**src/rtl/pipe_stage_reg.sv**
```systemverilog
// pipe_stage_reg
// Parametrised inter-stage pipeline register carrying a DATA_W-bit payload.
// MODE 0: stall-vector flow control with bubble insertion (stage stall bit
//         plus downstream stall bit decide load / bubble / hold).
// MODE 1: valid/ready two-entry skid buffer (main entry + one skid entry)
//         with a registered in_ready.
// flush squashes the contents (priority just below rst). A saturating
// bubble counter counts edges where out_valid was low.
//
// Ports:
//   clk         clock, rising edge
//   rst         synchronous active-high reset
//   stall       stall vector (MODE 0 only)
//   flush       squash contents
//   in_valid    upstream payload valid
//   in_data     upstream payload
//   in_ready    stage can accept in_data this cycle
//   out_valid   out_data holds a live entry
//   out_data    payload to downstream (zero when out_valid is low)
//   out_ready   downstream accepts out_data (MODE 1 only)
//   bubble_cnt  saturating count of cycles with out_valid == 0
module pipe_stage_reg #(
    parameter int DATA_W    = 112,
    parameter int MODE      = 0,
    parameter int STALL_W   = 6,
    parameter int STALL_IDX = 2,
    parameter int CNT_W     = 16
) (
    input  logic               clk,
    input  logic               rst,
    input  logic [STALL_W-1:0] stall,
    input  logic               flush,
    input  logic               in_valid,
    input  logic [DATA_W-1:0]  in_data,
    output logic               in_ready,
    output logic               out_valid,
    output logic [DATA_W-1:0]  out_data,
    input  logic               out_ready,
    output logic [CNT_W-1:0]   bubble_cnt
);

    logic              main_valid_reg;
    logic [DATA_W-1:0] main_data_reg;
    logic [CNT_W-1:0]  bubble_cnt_reg;

    // Inputs that one of the modes does not look at are folded here so the
    // whole port list is consumed regardless of MODE.
    logic unused_inputs;
    assign unused_inputs = ^{stall, out_ready};

    assign out_valid  = main_valid_reg;
    assign out_data   = main_data_reg;
    assign bubble_cnt = bubble_cnt_reg;

    generate
        if (MODE == 0) begin : g_stall
            logic              main_valid_next;
            logic [DATA_W-1:0] main_data_next;
            logic              stall_here;
            logic              stall_down;

            assign stall_here = stall[STALL_IDX];
            assign stall_down = stall[STALL_IDX+1];
            assign in_ready   = !stall_here;

            always_comb begin
                main_valid_next = main_valid_reg;
                main_data_next  = main_data_reg;
                if (flush) begin
                    main_valid_next = 1'b0;
                    main_data_next  = '0;
                end else if (stall_here && !stall_down) begin
                    // Downstream moves on while we are stalled: emit a bubble.
                    main_valid_next = 1'b0;
                    main_data_next  = '0;
                end else if (!stall_here) begin
                    main_valid_next = in_valid;
                    main_data_next  = in_valid ? in_data : '0;
                end
                // Both stall bits set: hold.
            end

            always_ff @(posedge clk) begin
                if (rst) begin
                    main_valid_reg <= 1'b0;
                    main_data_reg  <= '0;
                end else begin
                    main_valid_reg <= main_valid_next;
                    main_data_reg  <= main_data_next;
                end
            end
        end else begin : g_skid
            logic              skid_valid_reg;
            logic [DATA_W-1:0] skid_data_reg;
            logic              main_valid_next;
            logic [DATA_W-1:0] main_data_next;
            logic              skid_valid_next;
            logic [DATA_W-1:0] skid_data_next;
            logic              accept;
            logic              drain;

            // Registered: only depends on skid occupancy, never on out_ready.
            assign in_ready = !skid_valid_reg;
            assign accept   = in_valid && in_ready;
            assign drain    = main_valid_reg && out_ready;

            always_comb begin
                main_valid_next = main_valid_reg;
                main_data_next  = main_data_reg;
                skid_valid_next = skid_valid_reg;
                skid_data_next  = skid_data_reg;
                if (flush) begin
                    main_valid_next = 1'b0;
                    main_data_next  = '0;
                    skid_valid_next = 1'b0;
                    skid_data_next  = '0;
                end else if (!main_valid_reg) begin
                    // Skid is always empty when main is empty.
                    if (accept) begin
                        main_valid_next = 1'b1;
                        main_data_next  = in_data;
                    end
                end else if (drain) begin
                    if (skid_valid_reg) begin
                        // in_ready was low, so no beat arrives this edge.
                        main_data_next  = skid_data_reg;
                        skid_valid_next = 1'b0;
                        skid_data_next  = '0;
                    end else if (accept) begin
                        main_data_next = in_data;
                    end else begin
                        main_valid_next = 1'b0;
                        main_data_next  = '0;
                    end
                end else if (accept) begin
                    // Main stuck: the lagging in_ready lets one beat in; park it.
                    skid_valid_next = 1'b1;
                    skid_data_next  = in_data;
                end
            end

            always_ff @(posedge clk) begin
                if (rst) begin
                    main_valid_reg <= 1'b0;
                    main_data_reg  <= '0;
                    skid_valid_reg <= 1'b0;
                    skid_data_reg  <= '0;
                end else begin
                    main_valid_reg <= main_valid_next;
                    main_data_reg  <= main_data_next;
                    skid_valid_reg <= skid_valid_next;
                    skid_data_reg  <= skid_data_next;
                end
            end
        end
    endgenerate

    // Flush does not clear the counter; only rst does.
    always_ff @(posedge clk) begin
        if (rst) begin
            bubble_cnt_reg <= '0;
        end else if (!main_valid_reg && (bubble_cnt_reg != {CNT_W{1'b1}})) begin
            bubble_cnt_reg <= bubble_cnt_reg + 1'b1;
        end
    end

endmodule

```
**config.mk**
```make
export PLATFORM = sky130hd
export DESIGN_NAME = pipe_stage_reg
export DESIGN_NICKNAME = d
export VERILOG_FILES = /design/src/rtl/pipe_stage_reg.sv
export SDC_FILE = /design/constraint.sdc
export NUM_CORES = 1
export LEC_CHECK = 0
export ABC_AREA = 1
export BUFFER_PORTS_ARGS = -buffer_cell sky130_fd_sc_hd__buf_2
export CAP_MARGIN = 20
export CELL_PAD_IN_SITES_DETAIL_PLACEMENT = 1
export CELL_PAD_IN_SITES_GLOBAL_PLACEMENT = 2
export CORE_UTILIZATION = 21
export DETAILED_ROUTE_END_ITERATION = 8
export PLACE_DENSITY = 0.73
export SKIP_LAST_GASP = 1
export SYNTH_ARGS = -nofsm -noshare
export SYNTH_HDL_FRONTEND = slang
export SYNTH_SLANG_ARGS = --single-unit
```
**constraint.sdc**
```tcl
create_clock -name clk -period 1.3 [get_ports clk]
set_input_delay 0.195 -clock clk [delete_from_list [all_inputs] [get_ports clk]]
set_output_delay 0.195 -clock clk [all_outputs]
set_load 0.005 [all_outputs]
```
# After elaboration in Yosys (flattened, before gate mapping)
# Index checks and enable logic that the tools add are counted.
[word_totals]
register_bits = 129
inputBits = 123
out_inout_bits = 130
[classes]
n_addsub = 1
n_eq_ne = 1
muxes = 1
n_reduce_logical = 6
[ops]
columns = ["op", "count"]
rows = [
  ["112-bit 2-to-1 mux", 1],
  ["16-bit by 1-bit adder with 16-bit output, second input constant", 1],
  ["16-bit inequality test, second input constant", 1],
  ["1-bit logical NOT", 3],
  ["3-bit OR reduction", 1],
  ["1-bit logical AND", 2],
]

# Logic depth before layout (Yosys ltp)
# Gate-level depths: netlist (run 1).
[depth]
word_depth = 3
depth_mapped = 9
mapped_depth_nobuf = 9

# Least setup slack after synthesis (run 1)
# OpenSTA, ideal clock, no wires.
[synth_timing]
kind = "register to register"
start = "reg bubble_cnt_reg[0] (netlist: bubble_cnt[0])"
end = "reg bubble_cnt_reg[15] (netlist: bubble_cnt[15])"
arrival_ns = 1.226
required_ns = 1.185
path_slack_ns = -0.041
stages_incl_launch_ff = 8
n_path_buf = 1
path_cell_list = "dfxtp_1 -> ha_1 -> inv_1 -> nor2_4 -> nand4_4 -> buf_6 -> a21oi_1 -> nor2_1"
[synth_between]
elab_chain_len = 2
[synth_lines]
columns = ["element", "line_no", "text"]
rows = [
  ["start: declaration", "44", "logic [CNT_W-1:0] bubble_cnt_reg;"],
  ["start signal: assignment", "163", "bubble_cnt_reg <= bubble_cnt_reg + 1'b1;"],
  ["branches (longest 2 deep; another with 16-bit by 1-bit adder with 16-bit output)", "n/a", ""],
]
# Parallel ways; which one is timed is not known.
# A chain may end at the register's enable or synchronous reset.

# Worst setup path after layout (run 1)
[layout_timing]
start = "reg bubble_cnt_reg[8] (netlist: bubble_cnt[8])"
end = "reg bubble_cnt_reg[10] (netlist: bubble_cnt[10])"
# The elaborated chain is that of the path after synthesis.

==> results of run 1 <==
## critical path, cell delays in order, from the launching register on
cell     delay [ps]
dfxtp_1         400
nand2_1         130
nor2_4          160
nand4_4         140
buf_6           170
a21oi_1         140
nor2_1           50
## power by group through the flow
stage          Clock [uW]  Sequential [uW]  Combinational [uW]
2_1_floorplan           0             4150                 313
3_3_place_gp            0             4140                 709
3_5_place_dp            0             4140                 711
4_1_cts              5340             4050                 854
5_1_grt              5490             4060                 945
6_report             5130             4050                 846
## timing repair
| item | 4_1_cts | 5_1_grt |
|---|---|---|
| setup endpoints to repair | 14 | 17 |
| resized for setup | 10 | 32 |
| hold buffers | 58 | 0 |
| endpoints found under the hold margin | 58 | 0 |
| pin swaps | 1 | 6 |
| buffers inserted | 1 | 1 |
## Yosys cell counts (all sizes together)
master  number  area, sq um
nor2        48          223
ha           1         12.5
nand4        1         21.3
nand3       15         85.1
dfxtp      129         2580
clkbuf       3         11.3
nor3         1         5.00
nand2      267         1000
a21oi      123          616
inv         17         63.8
buf         38          268
o21ai        3         18.8
## through the flow
| step | setup WS [ps] | util (%) | power (uW) | instance area (sq um) |
|---|---|---|---|---|
| 3_5_place_dp | -89.5 | 29.1 | 4850 | 6630 |
| 6_report | -14.4 | 35.1 | 10000 | 7990 |
| 2_1_floorplan | 7.74 | - | 4460 | 4910 |
| 5_1_grt | -106 | 35.1 | 10500 | 7990 |
| 4_1_cts | -22.7 | 34.5 | 10200 | 7860 |
| 3_3_place_gp | -69.5 | 29.1 | 4850 | 6630 |
## worst paths after layout
path | endpoint | slack (ps) | depth (start not counted)
max | bubble_cnt[10] | -10 | 6
min | out_data[26] | 20 | 3
max reg2reg | bubble_cnt[10] | -10 | 6
min reg2reg | out_data[26] | 460 | 2
## cell families (layout without fill, tap and decap cells)
group	after synthesis	after routing
buf+inv	58	388
other cells	0	1
simple gates	332	332
compound gates	126	126
fa+ha+maj	1	1
flops	129	129
## cell type report
type / instances / area share, %
multi-input combinational: 459 / 26.5
sequential: 129 / 32.4
antenna: 1 / 0.0313
inverter: 17 / 0.799
clock inverter: 13 / 2.19
timing repair buffer: 339 / 27.6
clock buffer: 19 / 5.55
tap: 313 / 4.90
## metal layers
metal	global-route usage (%)	wire, um
met2	25.5	8830
met3	4.09	895
met1	17.5	7780
met5	0	0
met4	6.79	435
==> flow_summary.yaml, run 1 <==
place:
  dp_hpwl_um: 12000
  port_buffers: 247
  place_inst: 1197
  gp_congestion: 0.721
worst_setup_path:
  r2r-start: "bubble_cnt[8]"
  cp-start-kind: "register"
  crit_path_end_kind: "register"
  cp-startpoint: "bubble_cnt[8]"
  path_class: "reg -> reg"
  cp_max_fo: 8
  worstPathRequired_ps: 1610
  cp.arrival_ps: 1620
routing:
  drc: 0
  drt_iter0_drc: 199
  first_pass_iters: 4
  drt-total-wl_um: 17900
  ant_nets: 0
  vias: 5263
  drt-vias-per-instance: 4.08
  routedWlPerCell_um: 13.9
synthesis:
  ys_types: 21
  yosys_warnings: 0
  netlist_area_sq_um: 4910
  synth_fa_ha_area_share_pct: 0.255
  netlist_instances: 646
  synth-compound-area-share_pct: 12.9
  yosysSeqAreaShare_pct: 52.6
  synth_top_family_by_area: "simple AND/OR/NAND/NOR gates"
  synth_mux_area_share_pct: 0
  synth-xor-area-share_pct: 0
  synth-simple-area-share_pct: 27.3
  synth_seq_cells: 129
  syn_nets: 770
  avgSynthCellArea_sq_um: 7.60
timing:
  slew_headroom_pct: 63.6
  rsz0062_at_grt: "yes"
  hold_ws_ps: 20.5
  finalSetupViolations: 2
  layout_setup_ws_ps: -14.4
  final_max_slew_viol_count: 0
  min_period_ps: 1310
  period_share_pct: 101
  worst_slew_pin_slew_ps: 546
  fin_setup_tns_ps: -28.6
  hold_viol: 0
  fin_skew_ps: 7.47
  fmax_mhz: 761
cts:
  cts-root-buf: "clkbuf_16"
  insertion_delay_ps: 420
  cts_tree: "built"
  ctsLongestPathBuffers: 2
  cts.clk_slew.worst_paths_ps: 60
  clock-sinks: 129
  cts_htree_levels: 4
  cts_buffers: 17
power_and_ir_drop:
  p_seq_share_pct: 40.4
  power.density_nw_per_um2: 1260
  clkPwrFrac_pct: 51.2
  switching_power_uw: 2470
  ir_drop_mv: 0.734
  p_leak_uw: 0.00357
  comb_power_share_pct: 8.4
  p_int_uw: 7570
  p_sw_share_pct: 24.6
cells_and_area:
  final_cell_mix: "nand2_1 (262), buf_2 (246), dfxtp_1 (124), a21oi_1 (115), dlygate4sd3_1 (58)"
  stdcell_count: 1290
  drive_gt1_share_pct: 36.5
  layout.cells.most_common: "nand2_1"
  syn_to_final_growth_pct: 62.6
  seq_area_sq_um: 2590
  multiInputGateArea_sq_um: 2120
  fillers: 2820
  largest_register_ffs: 112
  final_nets: 1087
global_routing:
  antenna_found_initial: 1
  grt_pass1_vias: 5336
  grt_usage_pct: 15.0
  grt_max_degree: 114
  overflow: 0
  grt_pass1_wl_um: 28100
floorplan:
  die_h_um: 155
  dieArea_sq_um: 24000
  io_pins: 253
  core_sq_um: 22800
  fp.dieW_um: 155
  initial_core_util_pct: 21.6
  rows: 55
flow_run:
  drv_cap: 0
worst_hold_path:
  min_from: "in_data[26]"
  hold_class: "in -> reg"
run_status:
  violations: "negative setup slack"
  outcome: "finished, violations left"
No activity file was read; power rests on OpenSTA's default activity.
==> run 2: changes to the inputs <==
--- a/config.mk
+++ b/config.mk
@@ -12,7 +12,7 @@
 export CELL_PAD_IN_SITES_GLOBAL_PLACEMENT = 2
 export CORE_UTILIZATION = 21
 export DETAILED_ROUTE_END_ITERATION = 8
-export PLACE_DENSITY = 0.73
+export PLACE_DENSITY = 0.78
 export SKIP_LAST_GASP = 1
 export SYNTH_ARGS = -nofsm -noshare
 export SYNTH_HDL_FRONTEND = slang
==> run 2 against run 1 <==
  * The run still ends with negative setup slack left
  * Clock-buffer cell count decreased by 2
  * Die area unchanged
  * Via count decreased by 3.6%
  * Largest cell class unchanged
  * Highest routed layer unchanged
==> flow_summary.yaml, run 2 (same netlist as run 1, synthesis figures left out) <==
cts:
  cts_htree_levels: 4
  clock-sinks: 129
  cts-root-buf: "clkbuf_16"
  ctsLongestPathBuffers: 2
  hold_buffers: 0
  cts_tree: "built"
  cts_buffers: 17
  cts.clk_slew.worst_paths_ps: 70
  insertion_delay_ps: 410
worst_setup_path:
  cp-start-kind: "register"
  cp_slowest_cell: "dfxtp_2"
  cpPeakStageDelay_ps: 350
  worstPathRequired_ps: 1600
  worstReg2RegEnd: "bubble_cnt[9]"
  cp.arrival_ps: 1660
  crit_path_end_kind: "register"
  crit_family: "simple AND/OR/NAND/NOR gates"
  cp_max_fo: 7
  crit_buf_inv: 2
  path_class: "reg -> reg"
  reg2reg_slack_ps: -50
  rr_worst_depth: 7
  crit_path_cell_trace: "ha_4, inv_4, nor2_4, nand4_4, buf_12, a21oi_1, nor2_1"
  r2r-start: "bubble_cnt[0]"
global_routing:
  grt_usage_pct: 13.9
  grt_max_degree: 78
  overflow: 0
  antenna_found_initial: 1
  grt_pass1_wl_um: 26200
  grt_pass1_vias: 4951
power_and_ir_drop:
  power_uw: 10300
  power.density_nw_per_um2: 1360
  ir_drop_mv: 0.693
  p_leak_uw: 0.00343
routing:
  ant_nets: 0
  drc: 0
  drt-vias-per-instance: 4.08
  first_pass_iters: 4
  drt-total-wl_um: 17000
  vias: 5073
  routedWlPerCell_um: 13.7
  drt_iter0_drc: 193
cells_and_area:
  final_nets: 1041
  largest_register_ffs: 112
  syn_to_final_growth_pct: 54.8
  drive_gt1_share_pct: 40.9
  final_area_sq_um: 7600
  final_cell_mix: "nand2_1 (258), buf_2 (246), dfxtp_1 (121), a21oi_1 (115), buf_4 (34)"
  layout.cells.most_common: "nand2_1"
  fillers: 2845
timing:
  final_max_slew_viol_count: 0
  hold_ws_ps: 22.6
  hold_viol: 0
  fin_skew_ps: 7.70
  slew_headroom_pct: 72.3
  finalSetupViolations: 15
  fmax_mhz: 738
  min_period_ps: 1350
  period_share_pct: 104
  worst_slew_pin_slew_ps: 416
  layout_setup_ws_ps: -54.7
  rsz0062_at_grt: "yes"
worst_hold_path:
  min_to: "out_data[109]"
  hold_depth: 3
  min_from: "in_data[109]"
  hold_class: "in -> reg"
place:
  gp_congestion: 0.740
  dpl_cell_area_sq_um: 6670
  dp_hpwl_um: 12000
  port_buffers: 247
floorplan:
  fp.dieW_um: 155
  core_sq_um: 22800
  initial_core_util_pct: 21.6
  rows: 55
  io_pins: 253
  die_h_um: 155
  dieArea_sq_um: 24000
run_status:
  outcome: "finished, violations left"
  violations: "negative setup slack"
flow_run:
  drv_cap: 0
run 2: cell count changes in the layout (fill, tap and decap cells not counted), sizes merged:
cell / delta
buf: +11
clkbuf: -1
bufinv: +3
clkinvlp: -2
dlygate4sd3: -58
run 2: worst min-delay path: stages:
cell and delay, ps:
buf_2 90, nand2_1 50, a21oi_1 50
run 2: timing repair:
action                                  in CTS  in global routing
pin swaps                                    8                 15
buffers inserted                             1                  6
resized for setup                           12                 42
endpoints found under the setup margin      16                 19
cloned                                       0                  1
endpoints found under the hold margin        0                  0
run 2: worst max path at each step:
stage / startpoint / end / slack, ps / depth (start not counted)
2_1_floorplan: bubble_cnt[0] / bubble_cnt[15] / 8 / 7
3_3_place_gp: bubble_cnt[0] / bubble_cnt[0] / -60 / 9
3_5_place_dp: bubble_cnt[0] / bubble_cnt[0] / -120 / 9
4_1_cts: bubble_cnt[1] / bubble_cnt[8] / -50 / 9
5_1_grt: bubble_cnt[0] / bubble_cnt[8] / -130 / 9
6_report: bubble_cnt[0] / bubble_cnt[9] / -50 / 7
run 2: metrics by stage:
step           TNS, ps  setup slack [ps]  std cells  utilization [%]
3_5_place_dp      -697              -117       1203             29.3
2_1_floorplan        0              7.74        646                -
4_1_cts           -283             -45.6       1235             32.5
3_3_place_gp      -153             -55.1       1203             29.3
6_report          -491             -54.7       1243             33.4
5_1_grt          -1760              -128       1243             33.4
run 2: final cells by class:
class | instances | area (sq um) | share of cell area (%)
diodes | 1 | 2.50 | 0.0329
clock buffers | 17 | 425 | 5.60
clock inverters | 14 | 253 | 3.32
inverters | 17 | 66.3 | 0.872
multi-input cells | 459 | 2140 | 28.2
flip-flops and latches | 129 | 2590 | 34.1
well taps | 313 | 392 | 5.15
repair buffers | 293 | 1730 | 22.7
run 2: metal layers:
metal	vias up	routed length [um]	part of all wire, %	global-route usage, %
li1	2592	-	-	-
met1	2331	7490	44	16.7
met2	135	8190	48	23.1
met3	15	1090	6.4	4.48
met4	0	259	1.5	5.28
met5	-	0	0	0
run 2: power breakdown:
group          internal (uW)  total (uW)  switching [uW]
combinational            330         712             382
clock                   3640        5560            1930
sequential              4020        4060            37.3
